File: config.mk
export PLATFORM = sky130hd
export DESIGN_NAME = decode_stage
export DESIGN_NICKNAME = d
export VERILOG_FILES = /design/src/rtl/decode_stage.sv
export SDC_FILE = /design/constraint.sdc
export NUM_CORES = 1
export LEC_CHECK = 0
export ABC_AREA = 1
export CORE_ASPECT_RATIO = 0.75
export CORE_UTILIZATION = 40
export DETAILED_ROUTE_END_ITERATION = 12
export PLACE_DENSITY = 0.73
export SETUP_SLACK_MARGIN = 0.5
export SLEW_MARGIN = 20
export SYNTH_ARGS = -nofsm -noshare
export SYNTH_HDL_FRONTEND = slang
export SYNTH_SLANG_ARGS = --single-unit
File: constraint.sdc
create_clock -name clk -period 4.6 [get_ports clk]
set_clock_uncertainty 0.05 [all_clocks]
set_input_delay 0.92 -clock clk [delete_from_list [all_inputs] [get_ports clk]]
set_output_delay 0.92 -clock clk [all_outputs]
set_load 0.1 [all_outputs]
File: src/rtl/decode_stage.sv
// Purpose : decodes 32-bit instruction words into register/memory fields and enables.
// Latency : 1 cycle from input transfer to out_valid when the output stage is empty.
// Backpressure: output register + one-entry skid; in_ready = !skid_full, no path from out_ready.
//
// Ports:
//   clk, rst                 rising-edge clock, synchronous active-high reset
//   flush                    drops everything held (and any input offered that cycle)
//   in_valid/in_ready/code   instruction input handshake and word
//   out_valid/out_ready      decoded-output handshake
//   opcode, rdst2, rdst1, rsrc2, rsrc1, rsrc_add, rdst_add, immediate   decoded fields
//   we2, we1, re2, re1, mem_rd, mem_wr, illegal                          decoded enables
//   dec_count, ill_count     saturating counts of accepted / illegal instructions
module decode_stage #(
   parameter int REG_W    = 5,
   parameter int ADDR_W   = 8,
   parameter int ALU_LAST = 16,
   parameter int CNT_W    = 16
) (
   input  logic              clk,
   input  logic              rst,
   input  logic              flush,
   input  logic              in_valid,
   output logic              in_ready,
   input  logic [31:0]       code,
   output logic              out_valid,
   input  logic              out_ready,
   output logic [5:0]        opcode,
   output logic [REG_W-1:0]  rdst2,
   output logic [REG_W-1:0]  rdst1,
   output logic [REG_W-1:0]  rsrc2,
   output logic [REG_W-1:0]  rsrc1,
   output logic [ADDR_W-1:0] rsrc_add,
   output logic [ADDR_W-1:0] rdst_add,
   output logic [15:0]       immediate,
   output logic              we2,
   output logic              we1,
   output logic              re2,
   output logic              re1,
   output logic              mem_rd,
   output logic              mem_wr,
   output logic              illegal,
   output logic [CNT_W-1:0]  dec_count,
   output logic [CNT_W-1:0]  ill_count
);

   localparam logic [5:0] OP_LDI   = 6'd0;
   localparam logic [5:0] OP_MOV   = 6'd1;
   localparam logic [5:0] OP_LD    = 6'd2;
   localparam logic [5:0] OP_ST    = 6'd3;
   localparam logic [5:0] OP_ALU0  = 6'd4;
   localparam logic [5:0] OP_ALUN  = 6'(ALU_LAST);

   typedef struct packed {
      logic [5:0]        opcode;
      logic [REG_W-1:0]  rdst2;
      logic [REG_W-1:0]  rdst1;
      logic [REG_W-1:0]  rsrc2;
      logic [REG_W-1:0]  rsrc1;
      logic [ADDR_W-1:0] rsrc_add;
      logic [ADDR_W-1:0] rdst_add;
      logic [15:0]       immediate;
      logic              we2;
      logic              we1;
      logic              re2;
      logic              re1;
      logic              mem_rd;
      logic              mem_wr;
      logic              illegal;
   } dec_t;

   dec_t dec_next;
   dec_t out_q;
   dec_t skid_q;
   logic out_valid_q;
   logic skid_full;
   logic in_xfer;

   assign in_ready = ~skid_full;
   assign in_xfer  = in_valid & in_ready;

   // Every field starts at zero so nothing leaks between formats.
   always_comb begin
      dec_next        = '0;
      dec_next.opcode = code[31:26];
      case (code[31:26])
         OP_LDI: begin
            dec_next.rdst2     = code[21 +: REG_W];
            dec_next.immediate = code[15:0];
            dec_next.we2       = 1'b1;
         end
         OP_MOV: begin
            dec_next.rdst2 = code[21 +: REG_W];
            dec_next.rsrc2 = code[0 +: REG_W];
            dec_next.we2   = 1'b1;
            dec_next.re2   = 1'b1;
         end
         OP_LD: begin
            dec_next.rdst2    = code[21 +: REG_W];
            dec_next.rsrc_add = code[0 +: ADDR_W];
            dec_next.we2      = 1'b1;
            dec_next.mem_rd   = 1'b1;
         end
         OP_ST: begin
            dec_next.rdst_add = code[18 +: ADDR_W];
            dec_next.rsrc2    = code[0 +: REG_W];
            dec_next.re2      = 1'b1;
            dec_next.mem_wr   = 1'b1;
         end
         default: begin
            if (code[31:26] >= OP_ALU0 && code[31:26] <= OP_ALUN) begin
               dec_next.rdst2 = code[21 +: REG_W];
               dec_next.rdst1 = code[16 +: REG_W];
               dec_next.rsrc2 = code[5 +: REG_W];
               dec_next.rsrc1 = code[0 +: REG_W];
               dec_next.we2   = 1'b1;
               dec_next.we1   = 1'b1;
               dec_next.re2   = 1'b1;
               dec_next.re1   = 1'b1;
            end else begin
               dec_next.illegal = 1'b1;
            end
         end
      endcase
   end

   // skid_full implies out_valid_q, and in_ready is low while the skid is
   // full, so a skid-to-output move never coincides with an input transfer.
   always_ff @(posedge clk) begin
      if (rst) begin
         out_valid_q <= 1'b0;
         skid_full   <= 1'b0;
         out_q       <= '0;
         skid_q      <= '0;
         dec_count   <= '0;
         ill_count   <= '0;
      end else if (flush) begin
         out_valid_q <= 1'b0;
         skid_full   <= 1'b0;
      end else begin
         if (!out_valid_q || out_ready) begin
            if (skid_full) begin
               out_q       <= skid_q;
               out_valid_q <= 1'b1;
               skid_full   <= 1'b0;
            end else if (in_xfer) begin
               out_q       <= dec_next;
               out_valid_q <= 1'b1;
            end else begin
               out_valid_q <= 1'b0;
            end
         end else if (in_xfer) begin
            skid_q    <= dec_next;
            skid_full <= 1'b1;
         end

         if (in_xfer) begin
            if (dec_count != {CNT_W{1'b1}})
               dec_count <= dec_count + CNT_W'(1);
            if (dec_next.illegal && ill_count != {CNT_W{1'b1}})
               ill_count <= ill_count + CNT_W'(1);
         end
      end
   end

   assign out_valid = out_valid_q;
   assign opcode    = out_q.opcode;
   assign rdst2     = out_q.rdst2;
   assign rdst1     = out_q.rdst1;
   assign rsrc2     = out_q.rsrc2;
   assign rsrc1     = out_q.rsrc1;
   assign rsrc_add  = out_q.rsrc_add;
   assign rdst_add  = out_q.rdst_add;
   assign immediate = out_q.immediate;
   assign we2       = out_q.we2;
   assign we1       = out_q.we1;
   assign re2       = out_q.re2;
   assign re1       = out_q.re1;
   assign mem_rd    = out_q.mem_rd;
   assign mem_wr    = out_q.mem_wr;
   assign illegal   = out_q.illegal;

endmodule

[Word level (Yosys, flattened, before mapping)]
Index checks and enable logic that the tools add are counted.
Widths: inputs -> output; s select.
Cells by class
  add/sub/neg operators: 2
  magnitude comparators: 2
  equal/unequal tests: 5
  mux-type cells: 21
  bitwise logic cells: 4
  reductions and logical operators: 16
Operators by type and width (count)
  $mux 65: 2
  $add 16x1->16 const B: 2
  $ne 16x16->1 const B: 2
  $mux 20: 1
  $pmux 5 s2: 2
  $mux 16: 1
  $mux 8: 2
  $eq 6x2->1 const B: 2
  $reduce_and 3->1: 4
  $mux 5: 2
  $mux 1: 8
  $eq 6x1->1 const B: 1
  $ge 6x3->1 const B: 1
  $le 6x5->1 const B: 1
  $logic_not 6->1: 1
  $reduce_or 2->1: 3
  $reduce_or 3->1: 2
  $mux 4: 1
  $pmux 1 s2: 2
  $reduce_or 4->1: 1
  $not 1->1: 3
  $logic_and 1x1->1: 2
  $reduce_bool 2->1: 1
  $and 1x1->1: 1
  other kinds (2): 2
Word-level totals
  bits in registers: 164
  input port bits: 37
  word-level logic and storage cells: 84

[Depth between registers and ports, before layout]
Gate-level depths: netlist of run 1.
  depth after elaboration: 6
  mapped depth: 9
  depth with buffers taken out: 9

[Worst setup path before layout of run 1]
OpenSTA, ideal clock, no wires.
  kind: register to output
  start: reg skid_full
  end: out in_ready
  data arrival time: 1667 ps
  required time: 3630 ps
  setup slack: 1963 ps
  cell stages (with the launch flop): 4
  buffers on the path: 2
  cells stage by stage: dfxtp_1 inv_2 clkbuf_1 clkbuf_1
On the way
  word-level cells in the longest chain between the ends: 1
Ends and longest elaborated chain
  start: declaration: RTL line 75  | logic skid_full;
  start signal: assignment: RTL line 131  | skid_full <= 1'b0;
  start signal: assignment: RTL line 138  | skid_full <= 1'b0;
  start signal: assignment: RTL line 144  | skid_full <= 1'b0;
  $not 1->1: RTL line 78  | assign in_ready = ~skid_full;
  end: declaration: RTL line 23  | output logic in_ready,
No other way between the ends.

[Final worst setup path of run 1]
  start: reg dec_count[12]
  end: out dec_count[12]
RTL lines
  start: declaration: RTL line 42  | output logic [CNT_W-1:0] dec_count,
  start signal: assignment: RTL line 158  | dec_count <= dec_count + CNT_W'(1);
No word-level cell between the ends.

==> flow_summary.json, run 1 <==
{
  "max-vdd-ir-drop_mv": 0.185,
  "grt.total_usage_pct": 22.3,
  "yosysMostFrequentCell": "nand2_1",
  "clkSlewWorstSetupHoldPaths_ns": 0.06,
  "ant_nets": 0,
  "startpoint_type": "flop",
  "crit_type": "flop to output port",
  "postPlaceCellArea_mm2": 0.00880,
  "drv_cap": 0,
  "stdcell_count": 1401,
  "p_int_mw": 2.34,
  "cts_buffer_depth": 2,
  "numPortBuffers": 135,
  "crit_chain": "clkdlybuf4s50_1",
  "post_cts_resized": 0,
  "synth_flop_cell": "dfxtp_1",
  "drc": 0,
  "synthCells": 1052,
  "core.rowCount": 42,
  "path_buf_inv": 1,
  "synth_area_leaders": "dfxtp_1, a21oi_1, nand2_1",
  "yosysUniqueCellTypes": 35,
  "status": "completed",
  "synthTopCellsByCount": "nand2_1, dfxtp_1, nor2_1",
  "numCtsBuffers": 17,
  "final_area_mm2": 0.00936,
  "place_ws_ns": 1.61,
  "cts_max_level": 4,
  "hp-class": "flop to flop",
  "fin_nets": 1185,
  "cts.sinks": 162,
  "critPathTopFamily": "buffers and inverters",
  "period_needed_ns": 3.06,
  "clock_latency_ns": 0.43,
  "die_area_mm2": 0.0191,
  "synth_edf_count": 0,
  "syn-num-nets": 1091,
  "ys_seq_area_share_pct": 43.8,
  "synth_warnings": 0,
  "crit_arrival_ns": 2.09,
  "grt_overflow_total": 0,
  "regToRegSetupSlack_ns": 2.04,
  "dr_total_vias": 7208,
  "pwr-share-clk_pct": 40.2,
  "power.switching_mw": 1.08,
  "place_congestion": 0.845,
  "post-place-cells": 1369,
  "tns_ns": 0,
  "whs_path_depth": 2,
  "firstDrtPassIters": 5,
  "combinationalPowerShare_pct": 16.6,
  "netlist_area_mm2": 0.00740,
  "start_util_pct": 41.4,
  "hold_viol": 0,
  "finalCritPeriodShare_pct": 66.5,
  "wirelength_um": 21200,
  "post_cts_buffers": 0,
  "syn2layout_area_growth_pct": 26.5,
  "synth_largest_area_cell": "dfxtp_1",
  "rsz0062_at_grt": "no",
  "async_reset_ff_share_pct": 0,
  "min_to": "opcode[0]",
  "critPathSlowestCell": "clkdlybuf4s50_1",
  "ios": 136,
  "ctsHoldBuffers": 0,
  "wire_per_inst_um": 15.1,
  "cts_tree": "built",
  "cts_root_buffer": "clkbuf_16",
  "crit_path_max_fanout": 7,
  "syn_avg_cell_area_um2": 7.03,
  "yosysTopAreaCellShare_pct": 43.8,
  "setup_violations": 0,
  "core_mm2": 0.0179,
  "postLayoutCoreUtil_pct": 52.4,
  "fp.dieH_um": 120,
  "grt_pass1_wl_um": 34200,
  "worst_ep_required_time_ns": 3.63,
  "slew_viol_final": 0,
  "setup_ws_ns": 1.54,
  "drtIter0Drc": 749,
  "slowest_delay_ns": 1.19,
  "worst_pin_slew_ns": 1.06,
  "antenna_found_initial": 0,
  "min_from": "skid_q[59]",
  "vias_per_cell": 5.14,
  "hpwl_um": 12900,
  "pwr-share-seq_pct": 43.2,
  "r2r_end": "skid_q[44]",
  "grt_max_degree": 79,
  "reg2reg_depth": 7,
  "max_freq_mhz": 327,
  "p_leak_nw": 3.62,
  "fp.dieW_um": 159,
  "reg2reg_from": "skid_full",
  "relSlewSlack_pct": 28.8,
  "swShare_pct": 31.5,
  "p_per_area_mw_per_mm2": 365,
  "grt_pass1_vias": 6519,
  "ys_seq_elements": 162,
  "layout-drive-gt1-share_pct": 6.99,
  "antenna_cells": 0,
  "cp-end-kind": "output port"
}
-- final cells by class --
type                       instances  area (µm²)
fill                            1733        8500
timing repair buffer             142        1410
clock inverter                    13         130
inverter                          71         268
tap                              242         303
clock buffer                      19         433
sequential                       162        3240
multi-input combinational        752        3580
-- per-stage QoR --
step | hold slack, ns | total power, mW
finish | 0.416 | 3.41
global route | 0.445 | 3.53
CTS | 0.419 | 3.43
detailed placement | 0.409 | 2.07
global placement | 0.404 | 2.07
floorplan | 0.395 | 1.92
-- per-layer routing --
layer | routed length (µm) | share of wire, % | up-vias | GRT usage (%)
met3 | 1660 | 7.8 | 15 | 7.12
met5 | 0 | 0 | - | 0
met2 | 9020 | 43 | 239 | 33.3
met1 | 10300 | 49 | 3311 | 31.3
li1 | - | - | 3643 | -
met4 | 193 | 0.91 | 0 | 5.17
-- worst reg2reg max path, stage by stage (launching register included) --
cell	delay [ns]
dfxtp_2	0.34
buf_4	0.62
inv_2	0.22
nand3_2	0.20
nor2_4	0.05
inv_2	0.70
o21ai_0	0.24
inv_1	0.10
-- layout by cell type (no fill, tap or decap), types with 6 or more instances in the layout --
cell	count
dfxtp_1	161
a21oi_1	153
a21oi_2	11
nand4_1	16
clkdlybuf4s50_1	133
nor2_1	161
nand3_1	27
clkbuf_16	17
a31oi_1	6
xor2_1	8
inv_1	64
o21ai_0	131
nand2_1	200
inv_2	6
buf_4	7
-- logic make-up (layout without fill, tap and decap cells) --
group | after synthesis | after routing | share of synthesized area (%)
simple gates | 431 | 431 | 25.0
xor+xnor | 10 | 10 | 1.18
fa+ha+maj | 2 | 2 | 0.338
compound gates | 309 | 309 | 21.8
buf+inv | 138 | 245 | 7.85
flops | 162 | 162 | 43.8
-- state kept, by name, indices dropped and copies added (netlist names), 5 cells and up --
register	cells
rdst1	5
rsrc1	5
skid_q	64
rdst_add	8
rsrc2	5
rdst2	5
opcode	6
rsrc_add	8
immediate	16
dec_count	16
ill_count	16
-- power by group through the flow --
stage / registers (mW) / logic, mW / clock network (mW)
after global placement: 1.51 / 0.563 / 0
final: 1.48 / 0.567 / 1.37
after CTS: 1.48 / 0.568 / 1.39
after global routing: 1.48 / 0.596 / 1.46
after detailed placement: 1.51 / 0.566 / 0
after floorplan: 1.77 / 0.143 / 0
-- how the worst max path moves through the flow --
stage,from,to,slack [ns],depth (start not counted)
global placement,flush,skid_q[45],1.64,9
detailed placement,in_valid,immediate[7],1.61,6
finish,dec_count[12],dec_count[12],1.54,1
CTS,dec_count[12],dec_count[12],1.54,1
global route,ill_count[0],ill_count[0],1.48,1
floorplan,skid_full,in_ready,1.96,3
(Power assumes the default switching activity.)
==> run 2, diff against run 1 <==
--- a/config.mk
+++ b/config.mk
@@ -9,7 +9,7 @@
 export CORE_ASPECT_RATIO = 0.75
 export CORE_UTILIZATION = 40
 export DETAILED_ROUTE_END_ITERATION = 12
-export PLACE_DENSITY = 0.73
+export PLACE_DENSITY = 0.75
 export SETUP_SLACK_MARGIN = 0.5
 export SLEW_MARGIN = 20
 export SYNTH_ARGS = -nofsm -noshare
==> constraint.sdc (replaced) <==
create_clock -name clk -period 2.6 [get_ports clk]
set_clock_uncertainty 0.05 [all_clocks]
set_input_delay 0.52 -clock clk [delete_from_list [all_inputs] [get_ports clk]]
set_output_delay 0.52 -clock clk [all_outputs]
set_load 0.1 [all_outputs]
==> run 2 against run 1 <==
Effect of this change: combinational power up 76%; sequential cell count unchanged; critical path depth up 7; utilization about the same; sequential power up 76%; die area unchanged; register-to-register slack worse by 1.4 ns; non-clock buffer count up 10; cell count up 0.71%; global-route usage up 0.28 points; setup slack worse by 0.87 ns; clock power up 98%; critical path type is now input port to flop.
==> flow_summary.json, run 2 (same netlist as run 1, synthesis figures left out) <==
{
  "status": "completed",
  "dr_total_vias": 7271,
  "fp.dieW_um": 159,
  "grt_pass1_vias": 6591,
  "fin_nets": 1195,
  "wire_per_inst_um": 15.0,
  "crit_type": "input port to flop",
  "post_cts_buffers": 0,
  "start_util_pct": 41.4,
  "hpwl_um": 13500,
  "path_buf_inv": 4,
  "antenna_found_initial": 0,
  "cts_max_level": 4,
  "max-vdd-ir-drop_mv": 0.506,
  "antenna_cells": 0,
  "critPathSlowestCell": "clkdlybuf4s50_1",
  "cts_root_buffer": "clkbuf_16",
  "vias_per_cell": 5.15,
  "drtIter0Drc": 670,
  "syn2layout_area_growth_pct": 26.5,
  "p_per_area_mw_per_mm2": 675,
  "grt.total_usage_pct": 22.6,
  "worst_pin_slew_ns": 0.758,
  "slew_viol_final": 0,
  "die_area_mm2": 0.0191,
  "post_cts_resized": 0,
  "hold_ws_ns": 0.416,
  "p_leak_nw": 3.91,
  "ios": 136,
  "cts.sinks": 162,
  "rsz0062_at_grt": "no",
  "crit_arrival_ns": 2.24,
  "period_needed_ns": 1.93,
  "grt_overflow_total": 0,
  "hold_viol": 0,
  "grt_max_degree": 79,
  "crit_chain": "clkdlybuf4s50_1, inv_1, nand3_2, nor2_4, inv_2, buf_4, nand2_1, a21oi_1",
  "layout-drive-gt1-share_pct": 18.0,
  "cts_tree": "built",
  "critPathTopFamily": "buffers and inverters",
  "core_mm2": 0.0179,
  "wirelength_um": 21200,
  "hp-class": "flop to flop",
  "final_common_cell": "nand2_1",
  "firstDrtPassIters": 5,
  "clock_latency_ns": 0.43,
  "setup_violations": 0,
  "ctsHoldBuffers": 0,
  "slowest_delay_ns": 0.60,
  "ant_nets": 0,
  "drv_cap": 0,
  "cts_buffer_depth": 2,
  "place_congestion": 0.842,
  "worst_ep_required_time_ns": 2.91,
  "largest_register_ff_count": 64,
  "max_freq_mhz": 519,
  "startpoint_type": "input port",
  "regToRegSetupSlack_ns": 0.69,
  "clkSlewWorstSetupHoldPaths_ns": 0.07,
  "relSlewSlack_pct": 49.5,
  "cp-end-kind": "flop",
  "numPortBuffers": 135,
  "regMostFlops": "skid_q",
  "grt_pass1_wl_um": 34500,
  "finalCritPeriodShare_pct": 74.1,
  "core.rowCount": 42,
  "drc": 0,
  "numCtsBuffers": 17,
  "crit_path_max_fanout": 20,
  "tns_ns": 0,
  "fp.dieH_um": 120,
  "final_cell_mix": "nand2_1, nor2_1, a21oi_1"
}
run 2: changes by cell type in the layout (fill, tap and decap cells not counted):
cell | previous run | this run
clkdlybuf4s50_1 | 133 | 35
inv_6 | 1 | 5
clkinv_4 | 5 | 2
buf_4 | 7 | 109
inv_8 | 2 | 0
inv_2 | 6 | 7
dfxtp_2 | 1 | 22
dfxtp_1 | 161 | 140
clkinv_2 | 3 | 0
bufinv_16 | 1 | 4
buf_12 | 1 | 7
run 2: routing by layer:
layer  track usage, %  vias up  share of wire [%]
met4             5.95        0                1.2
met5                0        -                  0
met3             5.95       22                7.8
met2             34.0      240                 43
li1                 -     3665                  -
met1             32.0     3344                 48
run 2: worst paths after layout:
path	endpoint	cells after the start	start
setup / recovery	skid_q[39]	8	flush
hold / removal	mem_rd	2	mem_rd
setup reg to reg	dec_count[15]	8	dec_count[0]
hold reg to reg	mem_rd	2	mem_rd
run 2: through the flow:
stage	utilization [%]	setup WS [ns]	std cells	power [mW]	cell area, µm²
2_1_floorplan	-	0.501	1052	3.39	7430
3_3_place_gp	48.9	0.263	1379	3.66	8730
3_5_place_dp	48.9	0.258	1379	3.66	8730
4_1_cts	52.4	0.670	1411	6.37	9360
5_1_grt	52.4	0.523	1411	6.53	9360
6_report	52.4	0.673	1411	6.32	9360
run 2: layout make-up:
class | instances | area [µm²]
clock buffer | 19 | 433
tap | 242 | 303
clock inverter | 13 | 196
inverter | 71 | 267
fill | 1758 | 8510
multi-input combinational | 752 | 3580
timing repair buffer | 152 | 1310
sequential | 162 | 3270
run 2: worst reg2reg max path, delay by kind of cell, from the launching register on:
kind	cells	cell delay (ns)
adder cells (fa/ha/maj)	1	0.20
flip-flops	1	0.38
AO/OA/AOI/OAI	2	0.41
buffers and inverters	2	0.30
AND/OR/NAND/NOR	3	0.43
run 2: power breakdown:
group | switching (mW) | internal (mW) | leakage, nW
registers | 0.0513 | 2.56 | 1.33
logic | 0.767 | 0.229 | 2.28
clock network | 1.08 | 1.63 | 0.300
total | 1.90 | 4.42 | 3.91
==> run 3, diff against run 2 <==
==> constraint.sdc (replaced) <==
create_clock -name clk -period 1.6 [get_ports clk]
set_clock_uncertainty 0.05 [all_clocks]
set_input_delay 0.32 -clock clk [delete_from_list [all_inputs] [get_ports clk]]
set_output_delay 0.32 -clock clk [all_outputs]
set_load 0.1 [all_outputs]
==> run 3 against run 2 <==
Effect of this change: the flow now finishes with violations (negative setup slack); combinational power up 130%; critical path depth up 2; clock power up 62%; sequential cell count unchanged; clock-buffer cell count down 2; cell count up 7.4%; critical path type is now flop to flop; largest cell class unchanged.
==> flow_summary.json, run 3 (same netlist as run 1, synthesis figures left out) <==
{
  "cts_max_level": 4,
  "fp.dieH_um": 120,
  "cp-end-kind": "flop",
  "max-vdd-ir-drop_mv": 0.696,
  "setup_violations": 2,
  "hold_ws_ns": 0.293,
  "cts_tree": "built",
  "multi_input_area_mm2": 0.00429,
  "antenna_found_initial": 0,
  "wire_per_inst_um": 19.2,
  "drtIter0Drc": 915,
  "clock_latency_ns": 0.44,
  "status": "complete, but fails checks",
  "relSlewSlack_pct": 68.9,
  "grt_overflow_total": 0,
  "crit_type": "flop to flop",
  "rsz0062_at_grt": "yes",
  "crit_path_max_fanout": 5,
  "dr_total_vias": 8562,
  "fillers": 1179,
  "hold_viol": 0,
  "syn2layout_area_growth_pct": 75.2,
  "finalCritPeriodShare_pct": 103,
  "p_leak_nw": 5.31,
  "layout-drive-gt1-share_pct": 42.8,
  "startpoint_type": "flop",
  "slowest_delay_ns": 0.36,
  "setup_ws_ns": -0.0518,
  "cts_buffer_depth": 2,
  "start_util_pct": 41.4,
  "numPortBuffers": 135,
  "place_ws_ns": -0.427,
  "grt.total_usage_pct": 26.3,
  "largest_register_ff_count": 64,
  "worst_ep_required_time_ns": 1.93,
  "ant_nets": 0,
  "core.rowCount": 42,
  "p_per_area_mw_per_mm2": 847,
  "period_needed_ns": 1.65,
  "antenna_cells": 0,
  "firstDrtPassIters": 6,
  "cts_root_buffer": "clkbuf_16",
  "core_mm2": 0.0179,
  "hpwl_um": 15200,
  "wirelength_um": 29100,
  "crit_chain": "inv_2, nor2_4, inv_2, nor2_4, buf_6, buf_12, nor2_1, nor2_1, o21ai_2, inv_1",
  "max_freq_mhz": 605,
  "place_congestion": 0.839,
  "cts.sinks": 162,
  "worst_pin_slew_ns": 0.466,
  "violations": "negative setup slack",
  "critPathSlowestCell": "dfxtp_4",
  "drv_cap": 0,
  "grt_pass1_wl_um": 39700,
  "post-place-cells": 1419,
  "numCtsBuffers": 17,
  "die_area_mm2": 0.0191,
  "vias_per_cell": 5.65,
  "crit_arrival_ns": 1.98,
  "final_cell_mix": "nand2_1, nor2_1, buf_12",
  "hp-class": "input port to flop",
  "drc": 0,
  "path_buf_inv": 5,
  "stdcell_count": 1515,
  "critPathTopFamily": "simple AND/OR/NAND/NOR gates",
  "seq_area_mm2": 0.00345,
  "ios": 136,
  "final_common_cell": "nand2_1",
  "clkSlewWorstSetupHoldPaths_ns": 0.07,
  "slew_viol_final": 0,
  "grt_max_degree": 97,
  "regMostFlops": "skid_q",
  "fin_nets": 1299,
  "grt_pass1_vias": 7601,
  "fp.dieW_um": 159
}
==> run 3: changes by cell type in the layout (fill, tap and decap cells not counted), sizes merged <==
cell	previous run	this run
bufinv	4	3
buf	117	206
bufbuf	0	4
clkbuf	19	28
clkinv	2	3
dlymetal6s2s	0	2
dlygate4sd2	0	6
clkdlybuf4s50	35	27
inv	76	78
==> run 3: report_power, final <==
part,leakage [nW],switching (mW),internal (mW),total [mW]
clock,0.299,1.88,2.50,4.39
combinational,3.64,1.42,0.880,2.30
sequential,1.37,0.155,4.14,4.29
==> run 3: path summary, 6_finish.rpt <==
kind,from,endpoint,slack (ns),cells past startpoint
setup / recovery,out_valid,skid_q[47],-0.05,10
setup reg to reg,out_valid,skid_q[47],-0.05,10
hold reg to reg,skid_q[61],opcode[2],0.42,2
hold / removal,rst,dec_count[9],0.29,3
==> run 3: through the flow <==
stage          utilization (%)  power, mW  TNS, ns  area, µm²
5_1_grt                   72.6       11.3   -0.163      13000
3_3_place_gp              60.6       6.38   -36.56      10800
4_1_cts                   67.7       10.8        0      12100
2_1_floorplan                -       5.57    -1.21       8070
3_5_place_dp              60.6       6.40   -44.46      10800
6_report                  72.6       11.0  -0.0549      13000
==> run 3: repair_timing <==
action	4_1_cts	5_1_grt
setup endpoints to repair	259	261
hold buffers	0	0
setup buffers	28	16
pin swaps	21	31
gates cloned	8	12
gates resized for setup	65	129
==> run 3: routing by layer <==
layer	up-vias	track usage (%)	wire, µm
met5	-	0	0
met4	0	12.1	1150
met3	103	7.05	2900
met2	482	40.6	13500
met1	4084	34.5	11600
li1	3893	-	-
==> run 3: cell type report <==
type | count | share of cell area, %
Clock buffer | 17 | 3.28
Clock inverter | 15 | 1.51
Inverter | 71 | 2.32
Multi-Input combinational cell | 752 | 33.1
Sequential cell | 162 | 26.6
Tap cell | 242 | 2.34
Timing Repair Buffer | 256 | 30.9
==> run 3: worst reg2reg max path, cell delays in order (launching register included) <==
cell and delay (ns):
dfxtp_4 0.36, inv_2 0.04, nor2_4 0.14, inv_2 0.08, nor2_4 0.21, buf_6 0.19, buf_12 0.14, nor2_1 0.05
nor2_1 0.15, o21ai_2 0.10, inv_1 0.09
